**config.mk**
```make
export PLATFORM = sky130hd
export DESIGN_NAME = press_emitter
export DESIGN_NICKNAME = d
export VERILOG_FILES = /design/src/rtl/press_emitter.sv
export SDC_FILE = /design/constraint.sdc
export NUM_CORES = 1
export LEC_CHECK = 0
export BUFFER_PORTS_ARGS = -buffer_cell sky130_fd_sc_hd__clkbuf_2
export CAP_MARGIN = 20
export CORE_AREA = 5 5 42 44
export DETAILED_ROUTE_END_ITERATION = 8
export DIE_AREA = 0 0 47 49
export PLACE_DENSITY = 0.8
export SYNTH_ARGS = -nofsm -noshare
export SYNTH_HDL_FRONTEND = slang
export SYNTH_SLANG_ARGS = --single-unit
export TNS_END_PERCENT = 10
```
**constraint.sdc**
```tcl
create_clock -name i_clk -period 2.08 [get_ports i_clk]
set_input_delay 0.104 -clock i_clk [delete_from_list [all_inputs] [get_ports i_clk]]
set_output_delay 0.104 -clock i_clk [all_outputs]
set_load 0.1 [all_outputs]
```
**src/rtl/press_emitter.sv**
```systemverilog
// Turns single-cycle press requests into a rate-limited pulse train: HIGH_N cycles high,
// then at least LOW_N cycles low. Requests that arrive mid-pulse queue in a saturating counter.
module press_emitter #(
    parameter int HIGH_N   = 7,
    parameter int LOW_N    = 7,
    parameter int PEND_MAX = 3,
    localparam int PEND_BIT = $clog2(PEND_MAX + 1),
    localparam int CNT_MAX  = (HIGH_N > LOW_N) ? HIGH_N : LOW_N,
    localparam int CNT_BIT  = $clog2(CNT_MAX + 1)
) (
    input  logic                i_clk,
    input  logic                i_rst,
    input  logic                i_press,
    output logic                o_out,
    output logic                o_busy,
    output logic [PEND_BIT-1:0] o_pend,
    output logic                o_done,
    output logic                o_drop
);
    typedef enum logic [1:0] {S_IDLE, S_HIGH, S_LOW} state_t;

    localparam logic [CNT_BIT-1:0]  HIGH_LD   = CNT_BIT'(HIGH_N - 1);
    localparam logic [CNT_BIT-1:0]  LOW_LD    = CNT_BIT'(LOW_N - 1);
    localparam logic [PEND_BIT-1:0] PEND_FULL = PEND_BIT'(PEND_MAX);

    state_t              state_q, state_d;
    logic [CNT_BIT-1:0]  cnt_q, cnt_d;
    logic [PEND_BIT-1:0] pend_q, pend_d;
    logic                out_q, done_q, drop_q, drop_d;
    logic                inc, dec;

    always_comb begin
        state_d = state_q;
        cnt_d   = cnt_q;
        inc     = 1'b0;
        dec     = 1'b0;
        case (state_q)
            S_IDLE: begin
                // A live press takes priority; pending is only drawn on when no press is present.
                if (i_press || pend_q != '0) begin
                    state_d = S_HIGH;
                    cnt_d   = HIGH_LD;
                    dec     = !i_press;
                end
            end
            S_HIGH: begin
                inc = i_press;
                if (cnt_q == '0) begin
                    state_d = S_LOW;
                    cnt_d   = LOW_LD;
                end else begin
                    cnt_d = cnt_q - 1'b1;
                end
            end
            S_LOW: begin
                if (cnt_q != '0) begin
                    inc   = i_press;
                    cnt_d = cnt_q - 1'b1;
                end else if (pend_q != '0) begin
                    // Oldest queued request goes first; a same-cycle press takes its slot.
                    dec     = 1'b1;
                    inc     = i_press;
                    state_d = S_HIGH;
                    cnt_d   = HIGH_LD;
                end else if (i_press) begin
                    state_d = S_HIGH;
                    cnt_d   = HIGH_LD;
                end else begin
                    state_d = S_IDLE;
                end
            end
            default: state_d = S_IDLE;
        endcase

        pend_d = pend_q;
        drop_d = 1'b0;
        if (inc && !dec) begin
            if (pend_q == PEND_FULL) drop_d = 1'b1;
            else                     pend_d = pend_q + 1'b1;
        end else if (dec && !inc && pend_q != '0) begin
            pend_d = pend_q - 1'b1;
        end
    end

    always_ff @(posedge i_clk) begin
        if (i_rst) begin
            state_q <= S_IDLE;
            cnt_q   <= '0;
            pend_q  <= '0;
            out_q   <= 1'b0;
            done_q  <= 1'b0;
            drop_q  <= 1'b0;
        end else begin
            state_q <= state_d;
            cnt_q   <= cnt_d;
            pend_q  <= pend_d;
            out_q   <= (state_d == S_HIGH);
            done_q  <= (state_d == S_LOW) && (cnt_d == '0);
            drop_q  <= drop_d;
        end
    end

    assign o_out  = out_q;
    assign o_done = done_q;
    assign o_drop = drop_q;
    assign o_pend = pend_q;
    assign o_busy = (state_q != S_IDLE) || (pend_q != '0);
endmodule

```
==> metrics.cfg <==
[status]
outcome = completed

[cts]
cts_root_buf = clkbuf_4
cts_hold_buf = 0
clk_pin_slew_ns = 0.07
cts_setup_buffers = 0
cts-resized-gates = 0
cts_sinks = 10
htreeDepth = 1
cts_buffers = 3
clk_latency_ns = 0.27
cts_tree = done
clock_path_buffers = 2

[setup_path]
r2r-start = state_q[0]
path_buf_inv = 1
crit_start = state_q[0]
critical_path.max_fanout = 8
reg2reg_to = o_done
cpMaxStageDelayCell = dfxtp_1
cp-start-kind = register
path_delay_family = compound AO/OA/AOI/OAI gates
endpoint_kind = register
crit_chain = inv_1 -> ha_1 -> nor2_1 -> a21o_1 -> nor3_1 -> o31ai_1 -> and4_1
required_ns = 2.29
critPathArrivalTime_ns = 2.01
ff2ff_path_depth = 7
slowest_delay_ns = 0.41
crit_path_end = o_done
r2r_setup_slack_ns = 0.29
crit_type = register to register
cp.depth = 7

[routing]
dr.pass1.iters = 4
final_antenna_net_count = 0
wire_per_inst_um = 13.5
wl_um = 1420
drc_errors = 0
via_count = 629
initialDrtViolationCount = 28
avgViaCountPerCell = 5.99

[timing]
setup_viol = 0
fmax_ghz = 0.558
post-route-period-util_pct = 86.1
hold_viol_final = 0
fin_crit_ns = 1.79
tightest_slew_ns = 0.542
clock-skew-final_ns = 0.00301
setup_tns_ns = 0
finalMaxSlewViolations = 0
relSlewSlack_pct = 64.0
rsz0062_at_grt = no

[final_layout]
area_growth_pct = 10.0
most-common-layout-cells = 10 x dfxtp_1, 9 x nor2_1, 9 x nand2_1
layout.nets = 99
final_common_cell = dfxtp_1
n_antenna_cell = 0
drive_above_1_share_pct = 19.1
filler_cell_count = 139

[global_routing]
grt.overflow.total = 0
grtUsageTotal_pct = 14.1
first_global_vias = 576
grt_pass1_wl_um = 2470
grt_max_degree = 11
antenna_found_initial = 0

[die]
start_util_pct = 48.2
die_y_um = 49
fp-row-count = 14
core_region_area_sq_um = 1400
die_area_sq_um = 2300
io_pins = 9
die_x_um = 47

[power]
pwr-share-comb_pct = 51.6
power_frac_seq_pct = 28.4
p_leak_nw = 0.309
vdd_drop_max_v = 0.000457
p_sw_share_pct = 46.2
power.total_mw = 0.894
p_sw_mw = 0.413
clkPwrFrac_pct = 20.0
p_int_mw = 0.481
power.density_nw_per_um2 = 1200

[yosys]
ys_seq_elements = 10
yosysWarnings = 0
synth_top_area_share_pct = 29.6
synth_area_leaders = dfxtp_1 30%, ha_1 11%, nand2_1 5.0%
synth_top_cell_by_area = dfxtp_1
seq_area_frac_synth_pct = 29.6
synthDistinctLibCells = 35
synth_nets = 90
synthCells = 81
syn_area_sq_um = 676
postSynthAreaPerCell_sq_um = 8.34

[placed_design]
hpwlAfterDp_um = 1070
gp_congestion = 0.848
port_buffers = 8

[run]
drv_cap = 0

[min_path]
hp-class = input port to register

[routing by layer]
| layer | vias to the layer above | track usage, % | wire (um) |
|---|---|---|---|
| met5 | - | 0 | 0 |
| met4 | 0 | 7.37 | 24 |
| met3 | 5 | 3.69 | 91 |
| met2 | 24 | 19.0 | 675 |
| met1 | 292 | 19.9 | 626 |
| li1 | 308 | - | - |
[metrics by stage]
step / cells / hold WS (ns) / setup WS [ns] / cell area (sq um) / utilization (%)
final: 105 / 0.151 / 0.289 / 743 / 53.0
after global routing: 105 / 0.166 / 0.140 / 743 / 53.0
after CTS: 105 / 0.147 / 0.296 / 743 / 53.0
after detailed placement: 101 / 0.430 / 0.319 / 707 / 50.4
after global placement: 101 / 0.424 / 0.359 / 707 / 50.4
after floorplan: 81 / 0.299 / 0.0641 / 676 / -
[worst min-delay path by stage]
stage / from / end / cells after the start
after global placement: i_rst / cnt_q[0] / 2
after global routing: i_rst / cnt_q[0] / 2
after CTS: i_rst / o_pend[0] / 2
after floorplan: i_press / o_drop / 2
final: i_rst / o_pend[1] / 2
after detailed placement: i_rst / o_pend[0] / 2
[synthesized netlist by cell type]
cell,count
and4_1,1
clkbuf_2,1
a211oi_2,1
nor3_4,1
nor4_1,2
a22oi_1,1
nor3_1,1
and3_1,1
buf_4,1
nand3_1,1
nor2_1,9
nor2b_1,2
o31ai_1,1
a22o_1,2
nand2_1,9
xor2_1,1
o41ai_1,1
buf_6,1
inv_1,5
dfxtp_1,10
nor3b_2,1
nor4b_1,1
buf_2,1
ha_1,6
or4b_1,1
nand4_1,1
a31oi_1,1
nand2b_1,1
a21o_1,3
or3_1,1
o21ai_0,4
a21oi_1,4
o211ai_1,2
and2b_4,1
o211ai_2,1
[state kept, by name, indices dropped and copies added (netlist names)]
register and flops:
cnt_q 3, o_done 1, o_drop 1, state_q 2, o_pend 2, o_out 1
[final cells by class]
cell class,instances,area (sq um),area share (%)
clock buffer,4,36.3,4.88
inverter,5,18.8,2.53
multi-input combinational,62,428,57.6
sequential,10,200,26.9
tap,16,20.0,2.69
timing repair buffer,8,40.0,5.39
[logic make-up (layout without fill, tap and decap cells)]
group                      Yosys count  count (layout)  synth area share, %
buffers and inverters                9              17                 7.04
and+or+nand+nor                     34              34                 28.7
AOI/OAI and AO/OA                   21              21                 22.2
adders and majority gates            6               6                 11.1
DFF                                 10              10                 29.6
xor gates and xnor gates             1               1                 1.30
[power groups by stage]
stage	registers [mW]	clock network, mW	logic, mW
global route	0.257	0.193	0.502
detailed placement	0.257	0	0.454
finish	0.254	0.179	0.461
floorplan	0.306	0	0.325
global placement	0.255	0	0.449
CTS	0.253	0.181	0.456
(Power assumes the default switching activity.)
